$ cat src/rtl/adaptive_threshold_pkg.sv
// Shared types and constant functions for the adaptive threshold stage.
package adaptive_threshold_pkg;

  typedef enum logic {
    WARMUP = 1'b0,
    RUN    = 1'b1
  } state_e;

  // Accumulator width: one full frame of saturated |x| values cannot overflow it.
  function automatic int unsigned acc_width_f(input int unsigned width_in,
                                              input int unsigned area);
    return width_in - 1 + $clog2(area);
  endfunction

  // ceil(2^shift / area), the fixed-point reciprocal used to form the mean.
  function automatic longint unsigned recip_f(input longint unsigned area,
                                              input int unsigned shift);
    return ((64'd1 << shift) + area - 64'd1) / area;
  endfunction

endpackage

$ cat src/rtl/adaptive_threshold_frame_mean_acc.sv
// Saturating |x|, per-frame accumulator and reciprocal multiply-shift mean.
// The mean is combinational so the owner can latch it on the frame-ending beat.
module adaptive_threshold_frame_mean_acc
  import adaptive_threshold_pkg::*;
#(
  parameter int unsigned WidthIn    = 32,
  parameter int unsigned Area       = 18644,
  parameter int unsigned RecipShift = 16
) (
  input  logic               clk_i,
  input  logic               rst_ni,
  input  logic [WidthIn-1:0] sample_i,
  input  logic               fire_i,
  input  logic               last_i,
  output logic [WidthIn-2:0] abs_c,
  output logic [WidthIn-2:0] mean_c,
  output logic               mean_valid_c
);

  localparam int unsigned AbsW   = WidthIn - 1;
  localparam int unsigned AccW   = acc_width_f(WidthIn, Area);
  localparam int unsigned RecipW = RecipShift + 1;
  localparam int unsigned ProdW  = AccW + RecipW;
  localparam int unsigned QuotW  = ProdW - RecipShift;
  localparam logic [RecipW-1:0] Recip   = RecipW'(recip_f(64'(Area), RecipShift));
  localparam logic [QuotW-1:0]  MeanMax = QuotW'({AbsW{1'b1}});

  logic [AccW-1:0]  acc_q;
  logic [AccW-1:0]  acc_sum;
  logic [ProdW-1:0] prod;
  logic [QuotW-1:0] quot;

  // Most negative input saturates instead of wrapping back to itself.
  always_comb begin
    abs_c = sample_i[WidthIn-2:0];
    if (sample_i[WidthIn-1]) begin
      if (sample_i[WidthIn-2:0] == '0) begin
        abs_c = '1;
      end else begin
        abs_c = AbsW'(-sample_i);
      end
    end
  end

  always_comb begin
    acc_sum      = acc_q + AccW'(abs_c);
    prod         = ProdW'(acc_sum) * ProdW'(Recip);
    quot         = QuotW'(prod >> RecipShift);
    mean_c       = (quot > MeanMax) ? '1 : quot[AbsW-1:0];
    mean_valid_c = fire_i & last_i;
  end

  always_ff @(posedge clk_i or negedge rst_ni) begin
    if (!rst_ni) begin
      acc_q <= '0;
    end else if (fire_i) begin
      acc_q <= last_i ? '0 : acc_sum;
    end
  end

endmodule

$ cat src/rtl/adaptive_threshold.sv
// Binarizes |x| against a threshold equal to the previous frame's mean |x|.
// Define ADAPTIVE_THRESHOLD_SMOOTH_EN for a rounded IIR average of successive means.
module adaptive_threshold
  import adaptive_threshold_pkg::*;
#(
  parameter int unsigned       LineWidthPx   = 158,
  parameter int unsigned       LineCountPx   = 118,
  parameter int unsigned       WidthIn       = 32,
  parameter logic [WidthIn-2:0] InitThreshold = '0,
  parameter int unsigned       RecipShift    = 16
) (
  input  logic               clk_i,
  input  logic               rst_ni,
  input  logic               valid_i,
  output logic               ready_o,
  input  logic [WidthIn-1:0] data_i,
  output logic               valid_o,
  input  logic               ready_i,
  output logic               data_o,
  output logic [WidthIn-2:0] threshold_o,
  output logic               frame_done_o
);

  localparam int unsigned XW   = (LineWidthPx > 1) ? $clog2(LineWidthPx) : 1;
  localparam int unsigned YW   = (LineCountPx > 1) ? $clog2(LineCountPx) : 1;
  localparam int unsigned Area = LineWidthPx * LineCountPx;

  logic [XW-1:0]      x_q;
  logic [YW-1:0]      y_q;
  logic               valid_q;
  logic               data_q;
  logic               frame_done_q;
  logic [WidthIn-2:0] threshold_q;
  logic [WidthIn-2:0] run_threshold;
  logic [WidthIn-2:0] abs_val;
  logic [WidthIn-2:0] mean;
  logic               mean_valid;
  logic               in_fire;
  logic               x_last;
  logic               y_last;
  logic               frame_last;
  state_e             state_q;

  assign ready_o    = ~valid_q | ready_i;
  assign in_fire    = valid_i & ready_o;
  assign x_last     = (x_q == XW'(LineWidthPx - 1));
  assign y_last     = (y_q == YW'(LineCountPx - 1));
  assign frame_last = x_last & y_last;

  adaptive_threshold_frame_mean_acc #(
    .WidthIn    (WidthIn),
    .Area       (Area),
    .RecipShift (RecipShift)
  ) u_mean (
    .clk_i        (clk_i),
    .rst_ni       (rst_ni),
    .sample_i     (data_i),
    .fire_i       (in_fire),
    .last_i       (frame_last),
    .abs_c        (abs_val),
    .mean_c       (mean),
    .mean_valid_c (mean_valid)
  );

`ifdef ADAPTIVE_THRESHOLD_SMOOTH_EN
  logic [WidthIn-1:0] smooth_sum;
  assign smooth_sum    = {1'b0, threshold_q} + {1'b0, mean} + WidthIn'(1);
  assign run_threshold = (WidthIn-1)'(smooth_sum >> 1);
`else
  assign run_threshold = mean;
`endif

  // Raster position of the next accepted sample.
  always_ff @(posedge clk_i or negedge rst_ni) begin
    if (!rst_ni) begin
      x_q <= '0;
      y_q <= '0;
    end else if (in_fire) begin
      if (x_last) begin
        x_q <= '0;
        y_q <= y_last ? '0 : y_q + YW'(1);
      end else begin
        x_q <= x_q + XW'(1);
      end
    end
  end

  // Single elastic output register; frame_done travels with its pixel.
  always_ff @(posedge clk_i or negedge rst_ni) begin
    if (!rst_ni) begin
      valid_q      <= 1'b0;
      data_q       <= 1'b0;
      frame_done_q <= 1'b0;
    end else if (ready_o) begin
      valid_q      <= in_fire;
      data_q       <= (abs_val > threshold_q);
      frame_done_q <= in_fire & frame_last;
    end
  end

  // The first frame end always loads the raw mean and leaves WARMUP.
  always_ff @(posedge clk_i or negedge rst_ni) begin
    if (!rst_ni) begin
      state_q     <= WARMUP;
      threshold_q <= InitThreshold;
    end else if (mean_valid) begin
      if (state_q == WARMUP) begin
        state_q     <= RUN;
        threshold_q <= mean;
      end else begin
        threshold_q <= run_threshold;
      end
    end
  end

  assign valid_o      = valid_q;
  assign data_o       = data_q;
  assign frame_done_o = frame_done_q;
  assign threshold_o  = threshold_q;

endmodule

$ cat config.mk
export PLATFORM = sky130hd
export DESIGN_NAME = adaptive_threshold
export DESIGN_NICKNAME = d
export VERILOG_FILES = /design/src/rtl/adaptive_threshold_pkg.sv /design/src/rtl/adaptive_threshold_frame_mean_acc.sv /design/src/rtl/adaptive_threshold.sv
export SDC_FILE = /design/constraint.sdc
export NUM_CORES = 1
export LEC_CHECK = 0
export BUFFER_PORTS_ARGS = -buffer_cell sky130_fd_sc_hd__buf_2
export CORE_UTILIZATION = 41
export CTS_BUF_LIST = sky130_fd_sc_hd__clkbuf_16
export DETAILED_ROUTE_END_ITERATION = 10
export PLACE_DENSITY = 0.66
export RECOVER_POWER = 25
export SLEW_MARGIN = 0
export SYNTH_ARGS = -nofsm -noshare
export SYNTH_HDL_FRONTEND = slang
export SYNTH_SLANG_ARGS = --single-unit
$ cat constraint.sdc
create_clock -name clk_i -period 3.74 [get_ports clk_i]
set_clock_uncertainty 0.15 [all_clocks]
set_input_delay 0.748 -clock clk_i [delete_from_list [all_inputs] [get_ports clk_i]]
set_output_delay 0.748 -clock clk_i [all_outputs]
set_load 0.01 [all_outputs]
==> flow_metrics.tcl, run 1 <==
set metrics [dict create \
    area_growth_pct 63.3 \
    vias 8757 \
    dieArea_um2 18800 \
    clock_latency_ns 0.36 \
    fin_area_um2 12200 \
    start_kind "primary input" \
    synth.avg_cell_area_um2 8.45 \
    crit_fanout 17 \
    drv_slew 58 \
    die_y_um 137 \
    grt_setup_unrepaired "true" \
    tightest_slew_ns 1.59 \
    hold_viol_final 0 \
    grt_usage 0.291 \
    cts_buffers 9 \
    rr_endpoint "threshold_o[7]" \
    detail-route-antenna-nets 0 \
    status "finished with violations" \
    port_buffers 70 \
    cp-end-kind "flip-flop" \
    placed_cell_area_um2 9930 \
    drive_gt1_frac 0.471 \
    drt_iter0_drc 552 \
    wirelength_um 29600 \
    start_util 0.418 \
    hold_path_end "frame_done_o" \
    path_cells "buf_6, or4_4, nor2_4, and3_4, nand3_4, or3_4, or4_4, a21o_1, o21ai_2, ha_1, a21oi_2, o21ai_2, a221oi_4, a21oi_4, o31ai_4, nor3_4, buf_6, xnor2_4, nand2_2, buf_12, a2bb2oi_1" \
    r2r_slack_ns 0.66 \
    holdWs_ns 0.322 \
    drv_cap 1 \
    cp_top_family "simple AND/OR/NAND/NOR gates" \
    relSlewSlack -0.0595 \
    htree_num_levels 3 \
    max-vdd-ir-drop_uv 322 \
    clkTransAtPathRegs_ns 0.06 \
    ff2ff_path_depth 13 \
    fill_cells 1310 \
    violations "DRC, capacitance limit, slew limit, setup timing" \
    power_density_nw_per_um2 601 \
    required_ns 3.84 \
    grt_max_degree 59 \
    tns_ns -94.96 \
    min_path_cells 2 \
    synth-main-ff-cell "dfrtp_1" \
    cp_slowest_cell "or4_4" \
    overflow 0 \
    cts_max_path_buffers 2 \
    syn_nets 998 \
    setup_violations 76 \
    ios 71 \
    ys_ff_latch 95 \
    cts_tree "yes" \
    clock_sinks 95 \
    num_rows 49 \
    die_w_um 137 \
    reg2reg_from "u_mean.acc_q[14]" \
    drc 2 \
    path_class "primary input to flip-flop" \
    core_um2 17900 \
    n_antenna_cell 0 \
    max_freq_mhz 188 \
    synth-seq-area-share 0.318 \
    antenna_found_initial 0 \
    viasPerCell 5.94 \
    power.leakage_nw 5.77 \
    grt_pass1_vias 8370 \
    syn_inst 885 \
    slowest_delay_ns 0.57 \
    wire_per_inst_um 20.1 \
    period_needed_ns 5.32 \
    setup_slack_ns -1.58 \
    finalWeightedCongestion 0.955 \
    cp.arrival_ns 5.42 \
    hold_path_class "flip-flop to flip-flop" \
    grt_pass1_wl_um 42200 \
    synth_area_um2 7480 \
    dp_hpwl_um 18400 \
    synth_async_sr_flop_share 1.00 \
    final_net_count 1354 \
    crit_buf_inv 3 \
    synth.distinct_cells 67 \
    yosys_warnings 0 \
    min_from "frame_done_o" \
    clockRootBuffer "clkbuf_16" \
    synth-edff-count 0 \
    timing.final.crit_share 1.42 \
    dr.pass1.iters 8 \
]
==> flip-flops by register name (all words and copies together) (netlist names) <==
| name | flops |
|---|---|
| data_o | 1 |
| frame_done_o | 1 |
| threshold_o | 31 |
| u_mean.acc_q | 46 |
| valid_o | 1 |
| x_q | 8 |
| y_q | 7 |
==> power by group <==
| group | leakage, nW | switching (W) | internal [W] |
|---|---|---|---|
| sequential | 1.12 | 0.000228 | 0.00123 |
| combinational | 4.51 | 0.00238 | 0.00251 |
| clock | 0.152 | 0.000413 | 0.000575 |
| total | 5.77 | 0.00302 | 0.00432 |
==> cells in the final DEF (no fill, tap or decap), types with 6 or more instances in the layout <==
cell type,count
nor2b_1,6
o311ai_0,6
xnor2_2,11
a2bb2oi_1,16
or3_1,13
o21ai_1,38
and2_1,6
nor2_4,11
a22o_1,19
nand2b_1,6
a22oi_1,7
and3_1,8
o21ai_2,29
a21oi_4,11
nor3_1,8
nor2_1,31
dfrtp_1,95
clkbuf_16,9
xor2_1,13
a21oi_1,19
buf_2,67
ha_1,60
nand4_1,22
buf_6,46
nand2_1,83
inv_1,48
buf_4,262
xnor2_1,8
a21oi_2,18
o21ai_4,7
o21ai_0,32
nand3_1,25
nand2_2,10
o31ai_1,7
ha_4,16
a21o_1,36
xor2_2,8
a31oi_1,6
==> through the flow <==
step	cells	setup slack [ns]	power, W	utilization
floorplan	885	-1.59	0.00328	-
global route	1474	-1.72	0.00764	0.682
CTS	1442	-1.38	0.00640	0.638
detailed placement	1372	-2.10	0.00460	0.555
finish	1474	-1.58	0.00734	0.682
global placement	1372	-2.04	0.00454	0.555
==> per-layer routing <==
layer,GRT usage,wire (um)
met2,0.515,15000
met3,0.0415,1750
met5,0,0
met1,0.358,11600
met4,0.106,1280
==> Yosys cell counts, types with 4 or more instances <==
master / instances / area (um2)
ha_1: 76 / 951
nor3_1: 13 / 65.1
a21oi_1: 48 / 240
a2bb2oi_1: 16 / 140
nand4_1: 22 / 138
o211ai_1: 5 / 37.5
a211o_1: 5 / 43.8
clkbuf_1: 31 / 116
a31oi_1: 10 / 62.6
nand3_1: 29 / 145
a21o_1: 36 / 270
nor2_1: 43 / 161
and2_1: 7 / 43.8
nand2b_1: 6 / 37.5
o21ai_1: 9 / 45.0
inv_1: 46 / 173
xnor2_1: 21 / 184
dfrtp_1: 95 / 2380
a22oi_1: 10 / 75.1
xor2_1: 22 / 193
buf_2: 5 / 25.0
o21ai_0: 97 / 485
o41ai_1: 5 / 43.8
and3_1: 10 / 62.6
o21a_1: 6 / 45.0
o31ai_1: 13 / 97.6
a221oi_1: 4 / 35.0
nor2b_1: 7 / 43.8
a22o_1: 19 / 166
o311ai_0: 7 / 61.3
or3_1: 14 / 87.6
nand2_1: 96 / 360
==> worst register-to-register path, cell delays in order (launching register included) <==
cell	delay (ns)
dfrtp_1	0.43
ha_1	0.34
nand4_1	0.15
buf_4	0.19
o31ai_4	0.31
a221oi_4	0.07
a21oi_4	0.21
o31ai_4	0.11
nor3_4	0.24
buf_6	0.16
xnor2_4	0.08
nand2_2	0.10
buf_12	0.16
a2bb2oi_1	0.27
==> area by class of cell <==
cell class                 count  area, um2  area share
inverter                      47        176      0.0144
multi-input combinational    709       6180       0.506
timing repair buffer         379       2890       0.236
sequential                    95       2380       0.195
clock buffer                   9        225      0.0184
clock inverter                 6       78.8     0.00646
tap                          229        287      0.0235
==> logic make-up after synthesis <==
kind of cell               synth area share
AOI/OAI and AO/OA                     0.278
adders and majority gates             0.130
DFF                                   0.318
and+or+nand+nor                       0.177
muxes                               0.00151
xor gates and xnor gates             0.0504
buffers and inverters                0.0455
==> worst max path at each step <==
stage	from	to	slack [ns]	cells past startpoint
final	data_i[6]	threshold_o[7]	-1.58	21
after global routing	data_i[6]	threshold_o[7]	-1.72	21
after CTS	data_i[6]	threshold_o[10]	-1.38	21
after detailed placement	data_i[6]	threshold_o[27]	-2.10	20
after global placement	data_i[6]	threshold_o[29]	-2.04	20
after floorplan	data_i[6]	threshold_o[16]	-1.59	22
==> what timing repair did <==
| item | 4_1_cts | 5_1_grt |
|---|---|---|
| cloned | 4 | 0 |
| pin swaps | 77 | 65 |
| buffers inserted | 51 | 40 |
| setup endpoints to repair | 77 | 77 |
| resized for setup | 165 | 115 |
| hold buffers | 0 | 0 |
Note: power is estimated with default switching activity, not from simulation.
==> run 2, diff against run 1 <==
--- a/config.mk
+++ b/config.mk
@@ -5,11 +5,14 @@
 export SDC_FILE = /design/constraint.sdc
 export NUM_CORES = 1
 export LEC_CHECK = 0
+export ABC_AREA = 1
 export BUFFER_PORTS_ARGS = -buffer_cell sky130_fd_sc_hd__buf_2
+export CELL_PAD_IN_SITES_DETAIL_PLACEMENT = 0
+export CELL_PAD_IN_SITES_GLOBAL_PLACEMENT = 1
 export CORE_UTILIZATION = 41
 export CTS_BUF_LIST = sky130_fd_sc_hd__clkbuf_16
 export DETAILED_ROUTE_END_ITERATION = 10
-export PLACE_DENSITY = 0.66
+export PLACE_DENSITY = 0.85
 export RECOVER_POWER = 25
 export SLEW_MARGIN = 0
 export SYNTH_ARGS = -nofsm -noshare
==> flow_metrics.tcl, run 2 <==
set metrics [dict create \
    dr.pass1.iters 6 \
    port_buffers 70 \
    final_cell_mix "nand2_1, buf_4, inv_1" \
    drc 0 \
    start_util 0.420 \
    vias 10500 \
    netlist_top_cells_area "dfrtp_1, nand2_1, inv_1" \
    drt_iter0_drc 743 \
    power_frac_seq 0.197 \
    required_ns 3.89 \
    synth_area_um2 9200 \
    crit_fanout 7 \
    yosysMostFrequentCell "nand2_1" \
    clkTransAtPathRegs_ns 0.08 \
    synth_async_sr_flop_share 1.00 \
    grt_usage 0.285 \
    die_w_um 152 \
    grt_max_degree 49 \
    die_y_um 152 \
    viasPerCell 5.06 \
    regMostFlops "u_mean.acc_q" \
    power_density_nw_per_um2 597 \
    yosys.area.top_type "dfrtp_1" \
    p_int_w 0.00430 \
    synth.distinct_cells 45 \
    p_switching_w 0.00392 \
    area_growth_pct 49.7 \
    dieArea_um2 23000 \
    synth-seq-area-share 0.258 \
    grt_pass1_vias 9401 \
    ys_ff_latch 95 \
    max-vdd-ir-drop_uv 343 \
    tightest_slew_ns 1.39 \
    cp.arrival_ns 3.99 \
    n_antenna_cell 0 \
    overflow 0 \
    antenna_found_initial 0 \
    switching_share 0.477 \
    largest_reg_flops 46 \
    finalWeightedCongestion 0.969 \
    clock_sinks 95 \
    htree_num_levels 3 \
    clock_latency_ns 0.37 \
    detail-route-antenna-nets 0 \
    setup_slack_ns -0.102 \
    synth-main-ff-cell "dfrtp_1" \
    dp_hpwl_um 26100 \
    cp-end-kind "flip-flop" \
    fill_cells 2008 \
    hold_path_class "flip-flop to flip-flop" \
    final_common_cell "nand2_1" \
    num_rows 54 \
    power.leakage_nw 7.33 \
    fin_area_um2 13800 \
    fin_util 0.629 \
    hold_buffers 0 \
    ios 71 \
    period_needed_ns 3.84 \
    cts_tree "yes" \
    synth.top_cell.area_share 0.258 \
    violations "setup timing" \
    yosys_warnings 0 \
    cts_max_path_buffers 2 \
    p_clk_frac 0.122 \
    cts_buffers 9 \
    timing.final.crit_share 1.03 \
    setup_violations 30 \
    start_kind "primary input" \
    core_um2 21900 \
    drv_cap 0 \
    hold_viol_final 0 \
    wirelength_um 34200 \
    syn_nets 1596 \
    wire_per_inst_um 16.5 \
    relSlewSlack 0.0716 \
    max_freq_mhz 260 \
    path_class "primary input to flip-flop" \
    final_net_count 1908 \
    p_comb_frac 0.682 \
    grt_pass1_wl_um 49300 \
    drv_slew 0 \
    synth.avg_cell_area_um2 6.20 \
    grt_setup_unrepaired "true" \
    clockRootBuffer "clkbuf_16" \
    syn_inst 1483 \
    yosys-top-cells-count "nand2_1, inv_1, nor2_1" \
    status "finished with violations" \
    synth-edff-count 0 \
    drive_gt1_frac 0.397 \
    placed_cell_area_um2 11500 \
]
run 2: cell types whose count changed after synthesis, sizes merged, moves of 13 or more:
cell     change
o21ai       -64
clkbuf      -23
xnor2       -13
or3         -15
inv        +219
nand3       +62
a2bb2oi     -16
nor2        +87
a21o        -35
nand2      +459
run 2: cell type report:
type,instances,area (um2),area share
clock buffer,9,225,0.0163
clock inverter,7,80.1,0.00581
inverter,265,1010,0.0735
multi-input combinational,1100,7300,0.530
sequential,95,2380,0.173
tap,280,350,0.0254
timing repair buffer,324,2430,0.176
run 2: timing repair:
item | 4_1_cts | 5_1_grt
gates cloned | 1 | 1
pin swaps | 8 | 92
endpoints found under the hold margin | 0 | 0
gates resized for setup | 51 | 361
setup endpoints to repair | 63 | 68
setup buffers | 2 | 21
run 2: metal layers:
metal  global-route usage  part of all wire  up-vias  wire length, um
met5                    0                 0        -                0
met4               0.0817             0.021        0              721
met3               0.0389             0.058       37             1980
met2                0.444              0.46      288            15900
met1                0.407              0.46     4918            15600
li1                     -                 -     5284                -
run 2: kinds of logic (layout without fill, tap and decap cells):
logic type	Yosys count	after routing	share of synthesized area
and+or+nand+nor	856	856	0.396
buffers and inverters	288	605	0.122
AOI/OAI and AO/OA	146	146	0.0979
DFF	95	95	0.258
adders and majority gates	77	77	0.106
xor gates and xnor gates	21	21	0.0200
run 2: worst paths after layout:
kind,from,endpoint,slack [ns],cells after the start
worst min-delay path,x_q[7],x_q[7],0.33,1
max in group asynchronous,rst_ni,u_mean.acc_q[30],1.96,2
worst max-delay path,data_i[1],threshold_o[7],-0.10,26
worst max register to register,y_q[1],u_mean.acc_q[9],1.10,9
worst min register to register,x_q[7],x_q[7],0.33,1
min in group asynchronous,rst_ni,u_mean.acc_q[7],0.55,1
run 2: critical path: stages:
cell	delay, ns
buf_8	0.10
inv_6	0.05
ha_4	0.12
nand4_1	0.15
nor3_4	0.22
nand4_1	0.16
nor2_2	0.21
nand3_4	0.17
buf_8	0.19
buf_8	0.14
buf_6	0.12
nand3_4	0.09
ha_4	0.17
nand2_4	0.07
nor2_4	0.12
inv_2	0.06
nor2_4	0.11
nand2_2	0.08
nor2_2	0.11
nand2_2	0.07
nand4_1	0.17
nand2_8	0.16
clkbuf_16	0.20
nand2_2	0.05
nand2_1	0.05
nand2_1	0.07
run 2: power groups by stage:
stage	combinational, W	sequential [W]	clock, W
2_1_floorplan	0.00239	0.00148	0
3_3_place_gp	0.00418	0.00154	0
3_5_place_dp	0.00424	0.00154	0
4_1_cts	0.00440	0.00154	0.00100
5_1_grt	0.00608	0.00165	0.00104
6_report	0.00560	0.00162	0.00100
run 2: through the flow:
stage / hold slack (ns) / setup slack (ns) / power [W] / cells / setup TNS (ns)
after global routing: 0.362 / -0.294 / 0.00876 / 2080 / -9.73
final: 0.333 / -0.102 / 0.00822 / 2080 / -1.68
after global placement: 0.300 / -0.596 / 0.00571 / 2039 / -29.40
after detailed placement: 0.317 / -0.611 / 0.00578 / 2039 / -33.72
after CTS: 0.304 / -0.0305 / 0.00694 / 2058 / -0.206
after floorplan: 0.284 / 0.0120 / 0.00387 / 1483 / 0
